--- config.mk ---
export PLATFORM = sky130hd
export DESIGN_NAME = instr_issue_unit
export DESIGN_NICKNAME = d
export VERILOG_FILES = /design/src/rtl/instr_issue_unit.sv
export SDC_FILE = /design/constraint.sdc
export NUM_CORES = 1
export LEC_CHECK = 0
export ABC_AREA = 1
export BUFFER_PORTS_ARGS = -buffer_cell sky130_fd_sc_hd__buf_2
export CAP_MARGIN = 20
export CELL_PAD_IN_SITES_DETAIL_PLACEMENT = 0
export CELL_PAD_IN_SITES_GLOBAL_PLACEMENT = 2
export CORE_UTILIZATION = 39
export CTS_CLUSTER_DIAMETER = 80
export DETAILED_ROUTE_END_ITERATION = 8
export PLACE_DENSITY_LB_ADDON = 0.1
export SLEW_MARGIN = 30
export SYNTH_ARGS = -nofsm -noshare
export SYNTH_HDL_FRONTEND = slang
export SYNTH_SLANG_ARGS = --single-unit
export TNS_END_PERCENT = 50
--- constraint.sdc ---
create_clock -name clk1 -period 2.8 [get_ports clk1]
set_clock_uncertainty 0.05 [all_clocks]
set_input_delay 0.28 -clock clk1 [delete_from_list [all_inputs] [get_ports clk1]]
set_output_delay 0.28 -clock clk1 [all_outputs]
set_load 0.05 [all_outputs]
--- src/rtl/instr_issue_unit.sv ---
// Issue stage: circular instruction FIFO feeding the ALU/memory pipeline, one decoded word per cycle.
// Optional RAW interlock (history, STALL state, stall_cnt) is enabled by defining HAZARD_INTERLOCK_EN.
module instr_issue_unit #(
    parameter int DEPTH      = 8,
    parameter int HAZ_WINDOW = 2
) (
    input  logic                     clk1,
    input  logic                     rst,
    input  logic                     wr_en,
    input  logic [23:0]              wr_instr,
    output logic                     full,
    output logic                     empty,
    output logic [$clog2(DEPTH):0]   count,
    input  logic                     issue_en,
    output logic                     issue_valid,
    output logic [3:0]               func,
    output logic [3:0]               rd,
    output logic [3:0]               rs1,
    output logic [3:0]               rs2,
    output logic [7:0]               addr,
    output logic [1:0]               state,
    output logic [7:0]               stall_cnt
);
    localparam int AW = $clog2(DEPTH);
    localparam int CW = AW + 1;

    typedef enum logic [1:0] {IDLE = 2'd0, RUN = 2'd1, STALL = 2'd2} state_t;

    if (DEPTH < 2 || DEPTH > 64 || (DEPTH & (DEPTH - 1)) != 0 || HAZ_WINDOW < 1 || HAZ_WINDOW > 3)
    begin : g_param_check
        $error("instr_issue_unit: unsupported DEPTH or HAZ_WINDOW");
    end

    logic [23:0]   mem_r [DEPTH];
    logic [AW-1:0] wr_ptr_r;
    logic [AW-1:0] rd_ptr_r;
    logic [CW-1:0] count_r;
    logic [CW-1:0] count_nxt_s;
    logic          full_r;
    logic          empty_r;
    state_t        state_r;
    state_t        state_nxt_s;
    logic [23:0]   head_s;
    logic          hazard_s;
    logic          push_s;
    logic          pop_s;
    logic          issue_valid_r;
    logic [23:0]   out_r;

    assign head_s = mem_r[rd_ptr_r];
    // Write acceptance uses only the registered full flag, so a pop never frees room in the same cycle.
    assign push_s = wr_en & ~full_r;
    assign pop_s  = issue_en & ~empty_r & ~hazard_s;

`ifdef HAZARD_INTERLOCK_EN
    logic [HAZ_WINDOW-1:0] hist_v_r;
    logic [3:0]            hist_rd_r [HAZ_WINDOW];
    logic [7:0]            stall_cnt_r;
    logic                  stall_cyc_s;

    assign stall_cyc_s = issue_en & ~empty_r & hazard_s;

    // RAW check of the head's sources against every valid destination still in flight.
    always_comb begin
        hazard_s = 1'b0;
        for (int i = 0; i < HAZ_WINDOW; i++) begin
            hazard_s = hazard_s | (hist_v_r[i] & ((hist_rd_r[i] == head_s[15:12]) |
                                                  (hist_rd_r[i] == head_s[11:8])));
        end
        hazard_s = hazard_s & ~empty_r;
    end

    // History shifts every cycle; bubbles enter as invalid entries.
    always_ff @(posedge clk1 or posedge rst) begin
        if (rst) begin
            hist_v_r <= {HAZ_WINDOW{1'b0}};
            for (int i = 0; i < HAZ_WINDOW; i++) hist_rd_r[i] <= 4'd0;
        end else begin
            for (int i = HAZ_WINDOW - 1; i > 0; i--) begin
                hist_v_r[i]  <= hist_v_r[i-1];
                hist_rd_r[i] <= hist_rd_r[i-1];
            end
            hist_v_r[0]  <= pop_s;
            hist_rd_r[0] <= pop_s ? head_s[19:16] : 4'd0;
        end
    end

    // Saturating count of cycles lost to hazards.
    always_ff @(posedge clk1 or posedge rst) begin
        if (rst) begin
            stall_cnt_r <= 8'd0;
        end else if (stall_cyc_s && stall_cnt_r != 8'hFF) begin
            stall_cnt_r <= stall_cnt_r + 8'd1;
        end
    end

    assign stall_cnt = stall_cnt_r;
`else
    assign hazard_s  = 1'b0;
    assign stall_cnt = 8'd0;
`endif

    // Storage array; contents are discarded on reset by clearing the pointers.
    always_ff @(posedge clk1) begin
        if (push_s) begin
            mem_r[wr_ptr_r] <= wr_instr;
        end
    end

    // Occupancy after this edge's push/pop.
    always_comb begin
        count_nxt_s = count_r;
        case ({push_s, pop_s})
            2'b10:   count_nxt_s = count_r + CW'(1);
            2'b01:   count_nxt_s = count_r - CW'(1);
            default: count_nxt_s = count_r;
        endcase
    end

    // Pointers and flags; power-of-two depth lets the pointers wrap naturally.
    always_ff @(posedge clk1 or posedge rst) begin
        if (rst) begin
            wr_ptr_r <= {AW{1'b0}};
            rd_ptr_r <= {AW{1'b0}};
            count_r  <= {CW{1'b0}};
            full_r   <= 1'b0;
            empty_r  <= 1'b1;
        end else begin
            if (push_s) wr_ptr_r <= wr_ptr_r + AW'(1);
            if (pop_s)  rd_ptr_r <= rd_ptr_r + AW'(1);
            count_r <= count_nxt_s;
            full_r  <= (count_nxt_s == CW'(DEPTH));
            empty_r <= (count_nxt_s == {CW{1'b0}});
        end
    end

    // Issue register: head fields on a pop, all-zero bubble otherwise.
    always_ff @(posedge clk1 or posedge rst) begin
        if (rst) begin
            issue_valid_r <= 1'b0;
            out_r         <= 24'd0;
        end else begin
            issue_valid_r <= pop_s;
            out_r         <= pop_s ? head_s : 24'd0;
        end
    end

    // Run-gate / stall sequencing.
    always_comb begin
        state_nxt_s = state_r;
        if (!issue_en) begin
            state_nxt_s = IDLE;
        end else begin
            case (state_r)
                IDLE:    state_nxt_s = RUN;
                RUN:     state_nxt_s = (~empty_r & hazard_s) ? STALL : RUN;
                STALL:   state_nxt_s = hazard_s ? STALL : RUN;
                default: state_nxt_s = IDLE;
            endcase
        end
    end

    // State register.
    always_ff @(posedge clk1 or posedge rst) begin
        if (rst) state_r <= IDLE;
        else     state_r <= state_nxt_s;
    end

    assign full        = full_r;
    assign empty       = empty_r;
    assign count       = count_r;
    assign issue_valid = issue_valid_r;
    assign func        = out_r[23:20];
    assign rd          = out_r[19:16];
    assign rs1         = out_r[15:12];
    assign rs2         = out_r[11:8];
    assign addr        = out_r[7:0];
    assign state       = state_r;
endmodule

### Word level (Yosys, flattened, before mapping)

Memory sizes are Yosys's and may differ from the RTL's.
Cells that the tools add are included.

* output and inout port bits: 41
* bits in writable memories: 192
* memories: 1
* input bits: 28
* register bits after elaboration: 39
* word-level logic and storage cells: 31

Memories
* mem_r: words 8, width 24, rd ports 1, clocked after Yosys merged registers in 0, wr ports 1, RTL line 34 `logic [23:0] mem_r [DEPTH];`

* reduce and logical (&&, ||, !) cells: 3
* bitwise operators: 4
* equality and inequality tests: 5
* add/sub/neg operators: 4
* multiplexer cells: 6

Operator list (count)
* 24-bit 2-to-1 mux: 1
* 4-bit case mux with 2 select lines: 1
* 3-bit by 1-bit adder with 3-bit output, second input constant: 2
* 4-bit by 1-bit adder with 4-bit output, second input constant: 1
* 2-bit by 1-bit == test with 1-bit output, second input constant: 2
* 2-bit == test, second input constant: 2
* 4-bit == test, second input constant: 1
* 4-bit logical NOT: 1
* 1-bit 2-to-1 mux: 4
* 4-bit by 1-bit subtractor with 4-bit output, second input constant: 1
* 3-bit OR reduction: 1
* 1-bit AND: 2
* 2-bit logical NOT: 1
* 1-bit NOT: 2

### Logic depth before layout (Yosys ltp)

* depth in word-level cells: 5
* depth in mapped cells: 15
* gate-level depth less buffers: 14

### Worst setup path before layout

Ideal clock, no wire load.

* kind: register -> register
* start: reg full_r, in the netlist full
* end: mem mem_r[0][0] (enable)
* buffers on the path: 0
* required time: 2345 ps
* cell stages (with the launch flop): 5
* path slack: 49 ps
* data arrival time: 2296 ps
* clock period less this slack: 2751 ps
* cell sequence: dfrtp_1 -> nor2_1 -> inv_1 -> or2_2 -> nor2_1

* word-level cells in the longest chain between the ends: 4

RTL lines
* start: declaration: RTL line 39 `logic full_r;`
* start signal: assignment: RTL line 132 `full_r <= (count_nxt_s == CW'(DEPTH));`
* 1-bit NOT: RTL line 52 `assign push_s = wr_en & ~full_r;`
* 1-bit AND: RTL line 52
* 1-bit 2-to-1 mux: RTL line 105 `if (push_s) begin`
* 1-bit 2-to-1 mux (not written as such): RTL line 106 `mem_r[wr_ptr_r] <= wr_instr;`
* end: declaration: RTL line 34

Every way passes these cells.

### Worst setup path after layout

* start: reg full_r, in the netlist full
* end: reg full_r, in the netlist full

* word-level cells in the longest chain between the ends: 5
* elaborated cells between the ends (all ways): 6
* classes of those cells: 3 x eq/ne; 1 x mux; 2 x bitwise

RTL lines
* 1-bit NOT *: RTL line 52
* 1-bit AND *: RTL line 52
* 2-bit by 1-bit == test with 1-bit output or 2-bit == test (tied branches): RTL line 113 `case ({push_s, pop_s})`
* 4-bit case mux with 2 select lines *: RTL line 113
* 4-bit == test *: RTL line 132

Mark *: on every way between the ends. The rest lies on a longest branch, timed or not.
A chain may end at the register's enable or synchronous reset.

==> summary.md <==
| Metric | Value |
|---|---|
| Outcome | `finished, violations left` |
| Failing checks | `design-rule violations` |
| Seq pwr share | `about 40%` |
| Antenna Violating Nets Remaining | `0` |
| RSZ-0062 raised after global routing | `false` |
| Synth Area in Compound Gates | `10.5%` |
| Req. time, crit path | `between 3 and 4 ns` |
| Mux share of post-synthesis cell area | `0%` |
| Max_slew headroom | `between 60% and 70%` |
| GRT Overall Usage | `between 10% and 20%` |
| Grt total ovfl | `0` |
| CTS tree | `built` |
| TritonCTS Buffers | `25` |
| Die Ht | `approximately 150 um` |
| Layout cells sized above 1 | `roughly 17%` |
| Synth Area in XOR/XNOR | `0.494%` |
| Initial DRC Count | `around 290` |
| Initial antenna violation count | `0` |
| Total number of vias | `approximately 5,400` |
| Yosys top cell by area | `edfxtp_1` |
| Slew Limit Fails | `0` |
| Critical path class | `flop to flop` |
| MaxCap Viol Count | `0` |
| WL/cell | `approximately 19 um` |
| Final Hold Fails | `0` |
| Drt first pass iters | `8` |
| Comb pwr share | `between 30% and 40%` |
| Dominant cells by area after synthesis | `edfxtp_1, dfrtp_1, nor2_1, o21ai_0, o22ai_1` |
| H-tree depth | `1` |
| Root buffer cell | `clkbuf_16` |
| Vias/cell | `about 5.2` |
| Final setup fails | `0` |
| Core Region | `between 20,000 and 25,000 um^2` |
| Synthesized-area fraction occupied by adder cells | `less than 1%` |
| P_leak | `between 3 and 4 nW` |
| Die area | `between 20,000 and 25,000 um^2` |
| #FFs+latches synth | `230` |
| HP Class | `primary input to flop` |
| Sequential share of the synthesized area | `between 70 and 80%` |
| Seq. cell area | `6720 um^2` |
| Yosys top cell area share | `around two thirds` |
| Fmax | `roughly 0.47 GHz` |
| Fin nets | `just under 800` |
| Port Buffers | `59` |
| Switching Share | `approximately 37%` |
| CP Launch Type | `flop` |
| Commonest non-fill, non-tap cell in the layout | `edfxtp_1` |
| Yosys warns | `0` |
| Hold_ws | `about 0.0096 ns` |
| Cells after Synth | `approximately 670` |
| Syn avg cell area | `13.2 um^2` |
| Die Wd | `153 um` |
| Switching power | `around 4.3 mW` |
| Vias in the first global route | `between 5,000 and 6,000` |
| Antenna Cells | `0` |
| P_int | `between 7 and 8 mW` |
| Clk sink count | `230` |
| Commonest non-fill, non-tap cells in the layout | `edfxtp_1, nor2_1, o21ai_0, buf_2, o22ai_1` |
| Residual DRC | `10` |
| Multi-input gate area | `approximately 1800 um^2` |
| Maximum number of pins on one net before global-route repair | `between 90 and 100` |
| Clock group share of total power | `27.0%` |
| Netlist Area Pre-Place | `about 8900 um^2` |
| Fillers | `just under 2,000` |
| Clock transition at the registers of the reported paths | `approximately 0.06 ns` |
| Simple logic cell fraction of the synthesized area | `approximately 8.3%` |
| TNS Setup | `0 ns` |
| Io pins | `a little under 70` |
| Clk_lat worst skew | `roughly 0.51 ns` |
| DP HPWL | `10,700 um` |
| Routability cong. | `roughly 0.72` |
| Count of cell types in the netlist | `26` |
| Detailed Route WL | `19,600 um` |
| Peak VDD IR | `between 0.001 and 0.0015 V` |
| Initial Util | `around two fifths` |
| Inst Count DP | `about 990` |
| Row count | `54` |
| Post-CTS setup buffers | `0` |
| Worst Tran Pin Value | `slightly below 0.6 ns` |
| Main combinational cell family by area after synthesis | `compound AO/OA/AOI/OAI gates` |
| Crit-path max FO | `5` |
| Tcrit/Tclk final | `roughly 76%` |
| Worst EP arrival | `2.48 ns` |
| Layout area overhead | `17.6%` |
| First-pass GRT wire length | `between 30,000 and 40,000 um` |
| PD cells | `around 1100 nW/um^2` |
| Crit end category | `flop` |
| Min Tclk post-route | `between 2 and 2.5 ns` |
| Final Non-Filler Cells | `1,056` |
| Clock Tree Buf Depth | `3` |
-- power by group through the flow --
stage          registers, mW  clock network, mW  logic, mW
2_1_floorplan           5.39                  0       2.16
3_3_place_gp            4.65                  0       3.89
3_5_place_dp            4.66                  0       3.92
4_1_cts                 4.60               3.20       3.95
5_1_grt                 4.66               3.34       4.29
6_report                4.59               3.13       3.89
-- cells in the mapped netlist (all sizes together) --
| library cell | instances |
|---|---|
| xnor2 | 2 |
| dfstp | 1 |
| o21ai | 124 |
| a21oi | 1 |
| nand3 | 7 |
| inv | 15 |
| nand2 | 25 |
| clkbuf | 13 |
| xor2 | 3 |
| nor2 | 159 |
| o22ai | 48 |
| ha | 5 |
| buf | 35 |
| or2 | 2 |
| dfrtp | 37 |
| conb | 1 |
| o211ai | 1 |
| edfxtp | 192 |
-- logic make-up (layout without fill, tap and decap cells) --
family                   count (synthesis)  count (layout)
flip-flops                             230             230
other                                    1               9
buffers and inverters                   63             160
AND/OR/NAND/NOR                        193             193
XOR/XNOR                                 5               5
AO/OA/AOI/OAI                          174             174
adder cells (fa/ha/maj)                  5               5
-- final timing paths --
| kind | cells after the start | slack (ns) | start | to |
|---|---|---|---|---|
| hold reg to reg | 2 | 0.49 | wr_ptr_r[0]$_DFFE_PP0P_ | wr_ptr_r[0]$_DFFE_PP0P_ |
| max in group asynchronous | 4 | 1.66 | rst | empty$_DFF_PP1_ |
| setup / recovery | 12 | 0.67 | full$_DFF_PP0_ | full$_DFF_PP0_ |
| min in group asynchronous | 3 | 0.30 | rst | out_r[4]$_DFF_PP0_ |
| hold / removal | 1 | 0.01 | wr_instr[0] | mem_r[4][0]$_DFFE_PP_ |
| setup reg to reg | 12 | 0.67 | full$_DFF_PP0_ | full$_DFF_PP0_ |
-- repair_timing --
item,4_1_cts,5_1_grt
resized for setup,0,0
endpoints found under the hold margin,154,0
hold buffers,20,0
-- through the flow --
stage | cell area (um^2) | power [mW] | worst slack [ns] | util (%)
2_1_floorplan | 8900 | 7.55 | 0.0491 | -
3_3_place_gp | 9440 | 8.54 | 0.710 | 42.7
3_5_place_dp | 9440 | 8.58 | 0.676 | 42.7
4_1_cts | 10400 | 11.7 | 0.662 | 47.2
5_1_grt | 10400 | 12.3 | 0.454 | 47.2
6_report | 10400 | 11.6 | 0.669 | 47.2
-- final cells by class --
class                      count  share of cell area (%)
timing repair buffer         100                    6.50
sequential                   230                    64.4
tap                          280                    3.36
clock inverter                 9                   0.696
clock buffer                  36                    6.87
multi-input combinational    386                    17.6
inverter                      15                   0.564
-- registers in the layout, indices dropped and copies added (netlist names) --
signal,cells
empty,1
count,4
state,1
issue_valid,1
rd_ptr_r,3
wr_ptr_r,3
full,1
mem_r,192
out_r,24
-- critical path, stage by stage, from the launching register on --
cell and delay, ns:
dfrtp_1 0.40, nor2_1 0.24, inv_1 0.13, ha_1 0.26
nor2_1 0.11, nor2_1 0.07, ha_1 0.17, a21oi_1 0.17
inv_1 0.06, nand2_1 0.05, nand3_1 0.10, o211ai_1 0.12
nor2_1 0.07
-- routing by layer --
layer / up-vias / wire (um) / GRT usage [%]
met5: - / 0 / 0
met4: 0 / 526 / 5.00
met3: 41 / 723 / 2.75
met2: 118 / 9410 / 29.4
met1: 2709 / 8930 / 22.9
li1: 2580 / - / -
No activity file was read; power rests on OpenSTA's default activity.
